### src/rtl/softmax_normalizer.sv
// rtl/softmax_normalizer.sv - collects a frame of minifloat e^x values and streams each divided by the frame sum
//
// Purpose: final stage of the 8-bit softmax datapath. Minifloat format is
// 1 sign / 4 exponent / 3 mantissa, bias 7, exponent 0 means zero.
//
// Ports:
//   clk, rst_n            clock (rising edge), asynchronous active-low reset
//   in_valid/in_ready     input handshake, in_ready high only while collecting
//   in_data               e^x element (non-negative minifloat)
//   out_valid/out_ready   output handshake
//   out_data              e^x_i / sum (minifloat)
//   out_index             class index i of out_data
//   busy                  high while dividing or presenting a result
//   done                  one-cycle pulse after the last element of a frame leaves
module softmax_normalizer #(
  parameter int DATA_WIDTH  = 8,
  parameter int NUM_CLASSES = 10,
  parameter int IDX_W       = $clog2(NUM_CLASSES)
) (
  input  logic                  clk,
  input  logic                  rst_n,
  input  logic                  in_valid,
  output logic                  in_ready,
  input  logic [DATA_WIDTH-1:0] in_data,
  output logic                  out_valid,
  input  logic                  out_ready,
  output logic [DATA_WIDTH-1:0] out_data,
  output logic [IDX_W-1:0]      out_index,
  output logic                  busy,
  output logic                  done
);

  typedef enum logic [1:0] {S_COLLECT, S_DIV, S_OUT} state_e;

  localparam logic [IDX_W-1:0] LAST_IDX = IDX_W'(NUM_CLASSES - 1);

  // Non-negative minifloat add, magnitudes only, truncating, saturating to
  // the largest finite value.
  function automatic logic [6:0] fadd(input logic [6:0] a, input logic [6:0] b);
    logic [6:0] hi, lo, res;
    logic [3:0] d;
    logic [4:0] m, e;
    res = '0;
    if (a[6:3] == 4'd0) begin
      res = b;
    end else if (b[6:3] == 4'd0) begin
      res = a;
    end else begin
      if (a[6:3] >= b[6:3]) begin
        hi = a;
        lo = b;
      end else begin
        hi = b;
        lo = a;
      end
      d = hi[6:3] - lo[6:3];
      m = {2'b01, hi[2:0]} + ({2'b01, lo[2:0]} >> d);
      if (m[4]) begin
        e   = {1'b0, hi[6:3]} + 5'd1;
        res = (e > 5'd15) ? 7'h7F : {e[3:0], m[3:1]};
      end else begin
        res = {hi[6:3], m[2:0]};
      end
    end
    return res;
  endfunction

  state_e           state_q, state_d;
  logic [IDX_W-1:0] count_q, count_d;
  logic [6:0]       sum_q, sum_d;
  logic [2:0]       cyc_q, cyc_d;
  logic [4:0]       r_q, r_d;
  logic [3:0]       q_q, q_d;
  logic [6:0]       out_data_q, out_data_d;
  logic             done_q, done_d;

  // The sign bit is dropped on entry: a (never expected) negative input is
  // treated as zero rather than poisoning the sum.
  logic [6:0] mem_q [NUM_CLASSES];
  logic [6:0] in_clean;
  assign in_clean = in_data[7] ? 7'h00 : in_data[6:0];

  // Divider datapath: operands come straight from the buffer and sum, which
  // are frozen outside COLLECT, so only the partial remainder is registered.
  logic [6:0]        x_op;
  logic [3:0]        ex, es, ms;
  logic [4:0]        r_cur, r_rem;
  logic              div_bit;
  logic [4:0]        qbits;
  logic signed [6:0] e_raw;
  logic [2:0]        mant;
  logic [6:0]        div_result;

  assign x_op = mem_q[count_q];
  assign ex   = x_op[6:3];
  assign es   = sum_q[6:3];
  assign ms   = {1'b1, sum_q[2:0]};

  always_comb begin
    r_cur      = (cyc_q == 3'd0) ? {2'b01, x_op[2:0]} : r_q;
    div_bit    = (r_cur >= {1'b0, ms});
    r_rem      = div_bit ? (r_cur - {1'b0, ms}) : r_cur;
    qbits      = {q_q, div_bit};
    // b0 set means the quotient is >= 1.0, so the leading one is b0 itself.
    e_raw      = $signed({3'b000, ex}) - $signed({3'b000, es}) + (qbits[4] ? 7'sd7 : 7'sd6);
    mant       = qbits[4] ? qbits[3:1] : qbits[2:0];
    div_result = '0;
    if (ex == 4'd0 || es == 4'd0 || e_raw < 7'sd1) begin
      div_result = 7'h00;
    end else if (e_raw > 7'sd15) begin
      div_result = 7'h7F;
    end else begin
      div_result = {e_raw[3:0], mant};
    end
  end

  always_comb begin
    state_d    = state_q;
    count_d    = count_q;
    sum_d      = sum_q;
    cyc_d      = cyc_q;
    r_d        = r_q;
    q_d        = q_q;
    out_data_d = out_data_q;
    done_d     = 1'b0;
    case (state_q)
      S_COLLECT: begin
        if (in_valid) begin
          sum_d = fadd(sum_q, in_clean);
          if (count_q == LAST_IDX) begin
            count_d = '0;
            cyc_d   = 3'd0;
            state_d = S_DIV;
          end else begin
            count_d = count_q + IDX_W'(1);
          end
        end
      end
      S_DIV: begin
        r_d   = r_rem << 1;
        q_d   = qbits[3:0];
        cyc_d = cyc_q + 3'd1;
        if (cyc_q == 3'd4) begin
          out_data_d = div_result;
          cyc_d      = 3'd0;
          state_d    = S_OUT;
        end
      end
      S_OUT: begin
        if (out_ready) begin
          if (count_q == LAST_IDX) begin
            done_d  = 1'b1;
            count_d = '0;
            sum_d   = '0;
            state_d = S_COLLECT;
          end else begin
            count_d = count_q + IDX_W'(1);
            cyc_d   = 3'd0;
            state_d = S_DIV;
          end
        end
      end
      default: state_d = S_COLLECT;
    endcase
  end

  always_ff @(posedge clk or negedge rst_n) begin
    if (!rst_n) begin
      state_q    <= S_COLLECT;
      count_q    <= '0;
      sum_q      <= '0;
      cyc_q      <= '0;
      r_q        <= '0;
      q_q        <= '0;
      out_data_q <= '0;
      done_q     <= 1'b0;
    end else begin
      state_q    <= state_d;
      count_q    <= count_d;
      sum_q      <= sum_d;
      cyc_q      <= cyc_d;
      r_q        <= r_d;
      q_q        <= q_d;
      out_data_q <= out_data_d;
      done_q     <= done_d;
    end
  end

  always_ff @(posedge clk) begin
    if (state_q == S_COLLECT && in_valid) begin
      mem_q[count_q] <= in_clean;
    end
  end

  assign in_ready  = (state_q == S_COLLECT);
  assign out_valid = (state_q == S_OUT);
  assign busy      = (state_q == S_DIV) || (state_q == S_OUT);
  assign out_data  = {1'b0, out_data_q};
  assign out_index = count_q;
  assign done      = done_q;

endmodule

### config.mk
export PLATFORM = sky130hd
export DESIGN_NAME = softmax_normalizer
export DESIGN_NICKNAME = d
export VERILOG_FILES = /design/src/rtl/softmax_normalizer.sv
export SDC_FILE = /design/constraint.sdc
export NUM_CORES = 1
export LEC_CHECK = 0
export CAP_MARGIN = 10
export CORE_ASPECT_RATIO = 1.4
export CORE_UTILIZATION = 55
export DETAILED_ROUTE_END_ITERATION = 16
export PLACE_DENSITY = 0.84
export SETUP_SLACK_MARGIN = 0.15
export SYNTH_ARGS = -nofsm -noshare
export SYNTH_HDL_FRONTEND = slang
export SYNTH_SLANG_ARGS = --single-unit
### constraint.sdc
create_clock -name clk -period 4.3 [get_ports clk]
set_clock_uncertainty 0.05 [all_clocks]
set_input_delay 0.645 -clock clk [delete_from_list [all_inputs] [get_ports clk]]
set_output_delay 0.645 -clock clk [all_outputs]
set_load 0.05 [all_outputs]
==> qor.txt, run 1 <==
=================================================================================================
Worst Path Max Fanout ..............................................................            7
Element type at the critical path end ..............................................     register
Core Footprint .....................................................................     9950 um2
Hold Crit Endpoint .................................................................       r_q[1]
GPL Wtd Cong .......................................................................        0.914
Number of nets in the layout .......................................................          604
Hold Crit Start ....................................................................       r_q[1]
Area growth, synth to finish .......................................................        25.2%
Violation count after the first detailed-routing iteration .........................          376
Met1 Resource Use GR ...............................................................        31.5%
Number of enable-type register cells in the synthesized netlist ....................           70
Max stage delay on crit path .......................................................       380 ps
Cell leakage power .................................................................      2.80 nW
Number of distinct library cell variants in the gate-level netlist after synthesis .           62
Hold Fails Final Rpt ...............................................................            0
Via total after detailed routing ...................................................         4267
Total number of H-tree levels ......................................................            3
Largest net degree at the start of global routing ..................................           33
Worst Setup Path Type .............................................................. primary input to register
Actual slew at the worst max-slew pin ..............................................      1070 ps
Yosys reg bits .....................................................................          102
Congestion Overflow GR .............................................................            0
Hold depth .........................................................................            1
Relative slew margins ..............................................................        28.4%
Clock Tree Buf Depth ...............................................................            2
Antenna violations before repair ...................................................            0
Worst min-delay path category ...................................................... register to register
Final Max Tran Viols ...............................................................            0
Crit. Startpoint ...................................................................   in_data[4]
Worst path buffer plus inverter count ..............................................            3
Crit-path slowest cell .............................................................       or3b_1
Clock insertion delay at the later pin of the skew report ..........................       350 ps
Hold-fix buffers at CTS ............................................................            0
CTS tree ...........................................................................          yes
R2R Setup Slk ......................................................................       340 ps
DP Area ............................................................................     6560 um2
Startpoint of the worst-slack reg-to-reg timing path ............................... out_index[0]
Nets in the synthesized netlist ....................................................          518
Number of cells on the worst reg-to-reg path .......................................           13
Final Cycle Share ..................................................................        92.3%
Largest cells by area after synthesis .............................................. edfxtp_1 (37%), dfrtp_1 (14%), ha_1 (6.0%), mux4_2 (5.6%), nand2_1 (2.5%)
Worst r2r dst ...................................................................... out_data_q[6]
Drt wl/cell ........................................................................      19.3 um
Detail-routed via count per cell ...................................................         6.08
Synth Flop Type ....................................................................     edfxtp_1
Fraction of met3 tracks used by global routing .....................................        4.88%
Number of routed nets with antenna violations ......................................            0
Netlist area before placement ......................................................     5660 um2
Area share of the largest cell type after synthesis ................................        37.1%
Overall global routing resource usage ..............................................        27.1%
Max Fclk ...........................................................................    0.252 GHz
Root cell of the clock tree ........................................................    clkbuf_16
Total length of routed wires .......................................................      13.5 mm
Yosys warning count ................................................................            0
Critical path's top delay family ................................................... compound AO/OA/AOI/OAI gates
Diode count ........................................................................            0
Cell depth of the worst setup path .................................................           21
Die Span Y .........................................................................       122 um
Iteration count of the initial detailed-routing pass ...............................            5
Type of element launching the critical path ........................................ primary input
Worst-case hold slack ..............................................................       448 ps
Core Rows ..........................................................................           43
Status ............................................................................. finished, final reports clean
Floorplan die area .................................................................    10700 um2
CTS clock-pin slew for the worst setup and hold paths ..............................        70 ps
Initial core utilization ...........................................................        56.9%
Via count of the first global-routing pass .........................................         4381
Number of top-level pins ...........................................................           28
Crit path time final ...............................................................      3970 ps
Required time of the critical path .................................................      4500 ps
Fraction of layout instances using a drive strength above 1 ........................        25.6%
Global-route track usage on met2 ...................................................        47.9%
Worst EP arrival ...................................................................      4170 ps
Total clock buffers created by CTS .................................................            9
Post-route cell area ...............................................................     7090 um2
FFs w/ async S/R, synth ............................................................        31.4%
RSZ-0062 raised after global routing ...............................................        false
Ratio of total power to cell area ..................................................   808 nW/um2
DP HPWL ............................................................................      9.52 mm
Num Clock Sinks ....................................................................          102
Count of input and output buffers ..................................................           26
Critical path, cell by cell ........................................................ clkdlybuf4s15_1 -> nor2b_4 -> inv_2 -> ha_4 -> o211ai_4 -> o21a_2 -> nand3_2 -> and2_4 -> ha_4 -> inv_2 -> o221ai_2 -> xnor2_2 -> nand2_2 -> a211oi_2 -> ha_2 -> fa_2 -> a21oi_2 -> nand2b_1 -> mux2i_4 -> or3b_1 -> a221oi_2
IR Drop Worst-Case VDD .............................................................     0.464 mV
Average instance area after synthesis ..............................................     11.9 um2
Number of max-cap violations .......................................................            0
Cell type contributing the most total cell area after synthesis ....................     edfxtp_1
Wire length of the first global-routing pass .......................................      21.5 mm
Die Span X .........................................................................      87.8 um
Cells after Synth ..................................................................          476
DRC violation count after routing ..................................................            0
Register area share after synthesis ................................................        51.3%
GRT Max-Usage Layer ................................................................         met2
Final-report setup violation count .................................................            0
=================================================================================================
## kinds of logic after synthesis
family	after synthesis	share of synthesized area, %
adders and majority gates	30	7.03
other	1	0.0662
AOI/OAI and AO/OA	114	14.3
muxes	35	9.57
DFF	102	51.3
and+or+nand+nor	134	12.6
xor gates and xnor gates	10	1.55
buffers and inverters	50	3.65
## metal layers
metal,part of all wire [%],wire length (um)
met4,2.7,366
met5,0,0
met2,54,7280
met1,38,5170
met3,5.2,708
## placed cells by master, fill, tap and decap left out, drive strengths merged, types with 14 or more instances in the layout
| cell | instances |
|---|---|
| ha | 27 |
| nor2b | 14 |
| a21oi | 26 |
| nand2b | 14 |
| mux4 | 14 |
| nand2 | 37 |
| inv | 35 |
| dfrtp | 32 |
| buf | 66 |
| clkdlybuf4s50 | 21 |
| o21ai | 21 |
| edfxtp | 70 |
| mux2i | 14 |
| nor2 | 19 |
## registers in the layout, indices dropped and copies added, names as in the netlist
name	cells
done	1
out_index	4
r_q	4
state_q	2
cyc_q	3
q_q	4
out_data_q	7
mem_q	70
sum_q	7
## worst max-delay path by stage
| stage | endpoint | slack [ps] |
|---|---|---|
| finish | sum_q[5] | 330 |
| global route | out_data_q[6] | 170 |
| CTS | sum_q[5] | 160 |
| detailed placement | sum_q[5] | -430 |
| global placement | sum_q[6] | -230 |
| floorplan | sum_q[5] | 90 |
## where the power goes
group / leakage [nW] / internal, mW / total (mW) / switching, mW
combinational: 1.58 / 1.54 / 3.41 / 1.87
clock: 0.173 / 0.577 / 0.945 / 0.368
sequential: 1.05 / 1.20 / 1.38 / 0.180
## through the flow
stage          std cells  setup TNS, ps  worst slack [ps]  utilization, %  total power, mW
4_1_cts              694              0               161            70.4             5.62
3_5_place_dp         672          -2590              -427            65.9             4.54
5_1_grt              702              0               166            71.2             6.08
3_3_place_gp         672          -1420              -230            65.9             4.40
6_report             702              0               331            71.2             5.73
2_1_floorplan        476              0              93.2               -             3.62
## synth_stat cells (all sizes together) (5+ instances only)
cell and n:
a22o 10, o21ai 21, buf 7, nor2 19, a21o 6, mux4 14, o211ai 10, xnor2 5
ha 27, nor3 8, nand2b 14, mux2i 14, a211oi 9, nor2b 14, nand2 37, and3 7
o21a 6, xor2 5, inv 33, nand3 12, mux2 7, dfrtp 32, a22oi 9, clkbuf 10
a21oi 26, edfxtp 70
## cell type report
cell class                 count  area, um2
sequential                   102       2910
clock inverter                 7        129
clock buffer                   9        225
tap                          135        169
multi-input combinational    324       2760
timing repair buffer          92        771
inverter                      33        131
fill                         648       2860
## what timing repair did
action / in CTS / in global routing
buffers inserted: 6 / 6
pin swaps: 16 / 25
resized for setup: 11 / 13
endpoints found under the setup margin: 14 / 14
Note: power is estimated with default switching activity, not from simulation.
==> run 2: changes to the inputs <==
CORE_UTILIZATION = 53   (was 55)
CTS_CLUSTER_DIAMETER = 60   (was unset)
PLACE_DENSITY = 0.81   (was 0.84)
==> qor.txt, run 2 (synthesis gave the netlist of run 1 again) <==
==========================================================================
Worst path buffer plus inverter count .......................            5
Top Registers ............................................... mem_q: 70 flops, out_data_q: 7 flops, sum_q: 7 flops
Iteration count of the initial detailed-routing pass ........            5
Violation count after the first detailed-routing iteration ..          316
Floorplan die area ..........................................    11100 um2
Antenna violations before repair ............................            0
Via total after detailed routing ............................         4198
Max stage delay on crit path ................................       400 ps
Instance count after placement with tap cells included ......          672
Overall global routing resource usage .......................        26.2%
Cell leakage power ..........................................      2.80 nW
Fin Setup TNS ...............................................         0 ps
Crit path time final ........................................      4000 ps
CTS clock-pin slew for the worst setup and hold paths .......        60 ps
Crit-path slowest cell ......................................         fa_2
Type of element launching the critical path ................. primary input
Hold depth ..................................................            1
Total clock buffers created by CTS ..........................            9
Critical path, cell by cell ................................. dlygate4sd2_1 -> nor2b_4 -> inv_2 -> ha_4 -> o211ai_4 -> o21ai_4 -> nand3_2 -> and2_4 -> ha_4 -> buf_4 -> a21oi_1 -> a211oi_2 -> ha_2 -> fa_2 -> buf_4 -> buf_4 -> xnor2_1 -> a21oi_1 -> or3b_1 -> nand3_1
Hold Fails Final Rpt ........................................            0
Number of nets in the layout ................................          608
Final-report setup violation count ..........................            0
Critical path's top delay family ............................  adder cells
Core Footprint ..............................................    10400 um2
Worst r2r dst ............................................... out_data_q[6]
Post-placement worst setup slack ............................      -422 ps
Worst-case hold slack .......................................       461 ps
Number of top-level pins ....................................           28
GPL Wtd Cong ................................................        0.902
Hold Crit Endpoint .......................................... out_data_q[4]
Actual slew at the worst max-slew pin .......................      1130 ps
Element type at the critical path end .......................     register
Status ...................................................... finished, final reports clean
Startpoint of the worst-slack reg-to-reg timing path ........ out_index[0]
Wire length of the first global-routing pass ................      21.6 mm
Num Clock Sinks .............................................          102
DP HPWL .....................................................      9.33 mm
Number of max-cap violations ................................            0
Worst EP arrival ............................................      4230 ps
Total number of H-tree levels ...............................            3
DRC violation count after routing ...........................            0
Final Cycle Share ...........................................        93.0%
Die Span X ..................................................      89.4 um
Multi-input gate area in the final layout ...................     2830 um2
Slack of the critical path ..................................       301 ps
CTS tree ....................................................          yes
Worst min-delay path category ............................... register to register
RSZ-0062 raised after global routing ........................        false
Area growth, synth to finish ................................        26.2%
R2R Setup Slk ...............................................       410 ps
Max Fclk ....................................................    0.250 GHz
Required time of the critical path ..........................      4530 ps
Die Span Y ..................................................       124 um
Filler instances ............................................          704
Count of input and output buffers ...........................           26
DP Area .....................................................     6560 um2
Commonest non-fill, non-tap cells in the layout ............. edfxtp_1 (70), buf_4 (67), nand2_1 (34), dfrtp_1 (31), inv_1 (26)
Drt wl/cell .................................................      19.1 um
Initial core utilization ....................................        54.4%
Total length of routed wires ................................      13.5 mm
IR Drop Worst-Case VDD ......................................     0.472 mV
Hold Crit Start ............................................. out_data_q[4]
Commonest non-fill, non-tap cell in the layout ..............     edfxtp_1
Clock insertion delay at the later pin of the skew report ...       350 ps
Cell mode on critical path ..................................        buf_4
Ratio of total power to cell area ...........................   808 nW/um2
Worst Setup Path Type ....................................... primary input to register
Total area of sequential cells ..............................     2900 um2
Detail-routed via count per cell ............................         5.92
Post-route cell area ........................................     7150 um2
Via count of the first global-routing pass ..................         4312
Diode count .................................................            0
Core Rows ...................................................           44
Root cell of the clock tree .................................    clkbuf_16
Final Max Tran Viols ........................................            0
Largest net degree at the start of global routing ...........           33
Worst Path Max Fanout .......................................            4
Clock Tree Buf Depth ........................................            2
Number of routed nets with antenna violations ...............            0
Relative slew margins .......................................        24.2%
Congestion Overflow GR ......................................            0
Hold-fix buffers at CTS .....................................            0
Max reg flops ...............................................           70
Largest Register ............................................        mem_q
Fraction of layout instances using a drive strength above 1 .        26.6%
Finished Layout Cells .......................................          709
Number of cells on the worst reg-to-reg path ................           14
==========================================================================
-- run 2: changes by cell type in the layout (fill, tap and decap cells not counted), sizes merged, moves of 2 or more --
cell	change
dlymetal6s2s	-2
dlygate4sd2	+3
bufinv	-2
buf	+3
-- run 2: cell type report --
| type | count | area share, % |
|---|---|---|
| clock buffers | 9 | 3.15 |
| clock inverters | 7 | 1.28 |
| inverters | 33 | 1.84 |
| multi-input cells | 325 | 39.6 |
| flip-flops and latches | 102 | 40.6 |
| well taps | 138 | 2.42 |
| repair buffers | 95 | 11.0 |
-- run 2: stage by stage --
step	utilization (%)	power, mW
global placement	63.0	4.40
detailed placement	63.0	4.54
floorplan	-	3.62
global route	68.7	6.15
finish	68.7	5.77
CTS	67.5	5.60
-- run 2: report_power, final --
part / total [mW] / switching (mW) / internal, mW / leakage [nW]
sequential: 1.34 / 0.144 / 1.20 / 1.05
combinational: 3.58 / 1.97 / 1.60 / 1.60
clock: 0.856 / 0.389 / 0.467 / 0.152
-- run 2: how the worst max path moves through the flow --
stage	slack, ps	depth (start not counted)	endpoint	startpoint
final	300	20	sum_q[1]	in_data[5]
after global routing	140	21	sum_q[5]	in_data[5]
after CTS	160	19	sum_q[5]	in_data[3]
after detailed placement	-420	22	sum_q[5]	in_data[7]
after global placement	-240	23	sum_q[5]	in_data[7]
after floorplan	90	19	sum_q[5]	in_data[5]
-- run 2: timing repair --
action,CTS,global route
hold endpoints to repair,0,0
pin swaps,20,23
gates resized for setup,14,14
cloned,1,0
buffers inserted,12,8
setup endpoints to repair,13,14
-- run 2: layer usage --
metal  track usage (%)  share of wire (%)
met1              31.9                 39
met2              43.8                 53
met3              4.64                4.6
met4              13.0                3.6
met5                 0                  0
==> run 3: changes to the inputs <==
CORE_MARGIN = 1.5   (was unset)
==> qor.txt, run 3 (synthesis gave the netlist of run 1 again) <==
==========================================================================
Status ...................................................... finished, final reports clean
Finished Layout Cells .......................................          704
IR Drop Worst-Case VDD ......................................     0.551 mV
Max Fclk ....................................................    0.251 GHz
Critical path, cell by cell ................................. buf_6 -> buf_8 -> nor2b_4 -> inv_2 -> ha_4 -> o211ai_4 -> o21a_2 -> nand3_2 -> and2_4 -> ha_4 -> inv_2 -> o221ai_2 -> xnor2_2 -> nand2_2 -> a211oi_2 -> ha_2 -> fa_2 -> a21oi_4 -> nand2b_1 -> buf_4 -> mux2i_4 -> or3b_4 -> a221oi_2
Commonest non-fill, non-tap cell in the layout ..............     edfxtp_1
Worst EP arrival ............................................      4200 ps
Clock share of power ........................................        13.7%
Floorplan die area ..........................................    11300 um2
Ratio of total power to cell area ...........................   788 nW/um2
Max reg flops ...............................................           70
DRC violation count after routing ...........................            0
Max stage delay on crit path ................................       380 ps
Worst Setup Path Type ....................................... primary input to register
Violation count after the first detailed-routing iteration ..          289
Via total after detailed routing ............................         4177
Number of top-level pins ....................................           28
GPL Wtd Cong ................................................        0.891
Hold-fix buffers at CTS .....................................            0
Type of element launching the critical path ................. primary input
Number of routed nets with antenna violations ...............            0
Root cell of the clock tree .................................    clkbuf_16
Worst Path Max Fanout .......................................            5
RSZ-0062 raised after global routing ........................         true
Largest Register ............................................        mem_q
Count of input and output buffers ...........................           26
Number of max-cap violations ................................            0
Relative slew margins .......................................        24.2%
Overall global routing resource usage .......................        24.3%
Reported net switching power ................................      2.43 mW
Total number of H-tree levels ...............................            3
Final-report setup violation count ..........................            0
Power Internal ..............................................      3.14 mW
Total length of routed wires ................................      13.2 mm
Core Rows ...................................................           44
Detail-routed via count per cell ............................         5.93
Sw Share ....................................................        43.6%
Fraction of layout instances using a drive strength above 1 .        26.5%
Worst min-delay path category ............................... register to register
Diode count .................................................            0
Required time of the critical path ..........................      4510 ps
Power share of the sequential group .........................        24.4%
Largest net degree at the start of global routing ...........           33
Fin Setup TNS ...............................................         0 ps
Total clock buffers created by CTS ..........................            9
Crit-path slowest cell ......................................       or3b_4
Crit path time final ........................................      3990 ps
Drt wl/cell .................................................      18.7 um
Area growth, synth to finish ................................        24.9%
Clock insertion delay at the later pin of the skew report ...       350 ps
Core Footprint ..............................................    10400 um2
Cell leakage power ..........................................      2.76 nW
Top Registers ............................................... mem_q: 70 flops, out_data_q: 7 flops, sum_q: 7 flops
Slack of the critical path ..................................       311 ps
Num Clock Sinks .............................................          102
DP HPWL .....................................................      9.33 mm
Actual slew at the worst max-slew pin .......................      1130 ps
Clock Tree Buf Depth ........................................            2
Final core utilization ......................................        68.0%
Final Cycle Share ...........................................        92.8%
CTS clock-pin slew for the worst setup and hold paths .......        70 ps
Congestion Overflow GR ......................................            0
Initial core utilization ....................................        54.4%
Combinational share of power ................................        61.9%
Post-placement worst setup slack ............................      -395 ps
Commonest non-fill, non-tap cells in the layout ............. edfxtp_1 (70), buf_4 (63), nand2_1 (34), dfrtp_1 (31), inv_1 (26)
Via count of the first global-routing pass ..................         4262
CTS tree ....................................................          yes
Iteration count of the initial detailed-routing pass ........            5
Wire length of the first global-routing pass ................      21.0 mm
Power after layout ..........................................      5.57 mW
Die Span Y ..................................................       125 um
Die Span X ..................................................      90.4 um
Final Max Tran Viols ........................................            0
Number of nets in the layout ................................          603
Antenna violations before repair ............................            0
Element type at the critical path end .......................     register
Instance count after placement with tap cells included ......          672
Hold Fails Final Rpt ........................................            0
==========================================================================
run 3: cell types whose count changed in the layout (fill, tap and decap cells not counted), sizes merged:
| cell | previous run | this run |
|---|---|---|
| inv | 36 | 35 |
| clkinvlp | 1 | 3 |
| clkbuf | 10 | 11 |
| dlygate4sd2 | 3 | 0 |
| clkinv | 2 | 1 |
| dlymetal6s2s | 1 | 3 |
| buf | 69 | 65 |
| bufinv | 1 | 0 |
run 3: metal layers:
layer / vias up / part of all wire (%) / track usage (%)
met3: 23 / 4.8 / 4.26
met1: 2056 / 39 / 27.5
li1: 1956 / - / -
met2: 142 / 54 / 44.2
met5: - / 0 / 0
met4: 0 / 2.9 / 11.3
run 3: final timing paths:
check | cells past startpoint | slack, ps | start | to
max | 23 | 310 | in_data[7] | sum_q[5]
min | 2 | 450 | r_q[3] | r_q[3]
max reg2reg | 17 | 340 | sum_q[5] | sum_q[5]
min reg2reg | 2 | 450 | r_q[3] | r_q[3]
max in group asynchronous | 2 | 3240 | rst_n | out_index[0]
min in group asynchronous | 2 | 650 | rst_n | out_index[1]
run 3: layout make-up:
| class | instances | area, um2 |
|---|---|---|
| fill | 713 | 3330 |
| inverter | 33 | 131 |
| tap | 138 | 173 |
| clock inverter | 6 | 53.8 |
| multi-input combinational | 325 | 2830 |
| timing repair buffer | 90 | 752 |
| sequential | 102 | 2900 |
| clock buffer | 10 | 229 |
run 3: stage by stage:
stage	area [um2]	hold WS (ps)
floorplan	5830	299
CTS	6960	461
global route	7070	481
finish	7070	454
global placement	6540	412
detailed placement	6540	446
run 3: repair_timing:
| action | in CTS | in global routing |
|---|---|---|
| pin swaps | 20 | 23 |
| gates resized for setup | 16 | 17 |
| buffers inserted | 8 | 7 |
| setup endpoints to repair | 13 | 14 |
| cloned | 1 | 0 |
run 3: power groups by stage:
stage / logic (mW) / clock network (mW) / registers [mW]
2_1_floorplan: 2.24 / 0 / 1.39
3_3_place_gp: 3.02 / 0 / 1.36
3_5_place_dp: 3.14 / 0 / 1.37
4_1_cts: 3.32 / 0.775 / 1.35
5_1_grt: 3.77 / 0.811 / 1.38
6_report: 3.45 / 0.764 / 1.36
run 3: worst max-delay path: cells and delay by family:
kind | cells | cell delay (ps)
muxes | 1 | 70
adders and majority gates | 4 | 850
buffers and inverters | 5 | 440
and+or+nand+nor | 6 | 940
AOI/OAI and AO/OA | 6 | 1030
xor gates and xnor gates | 1 | 220
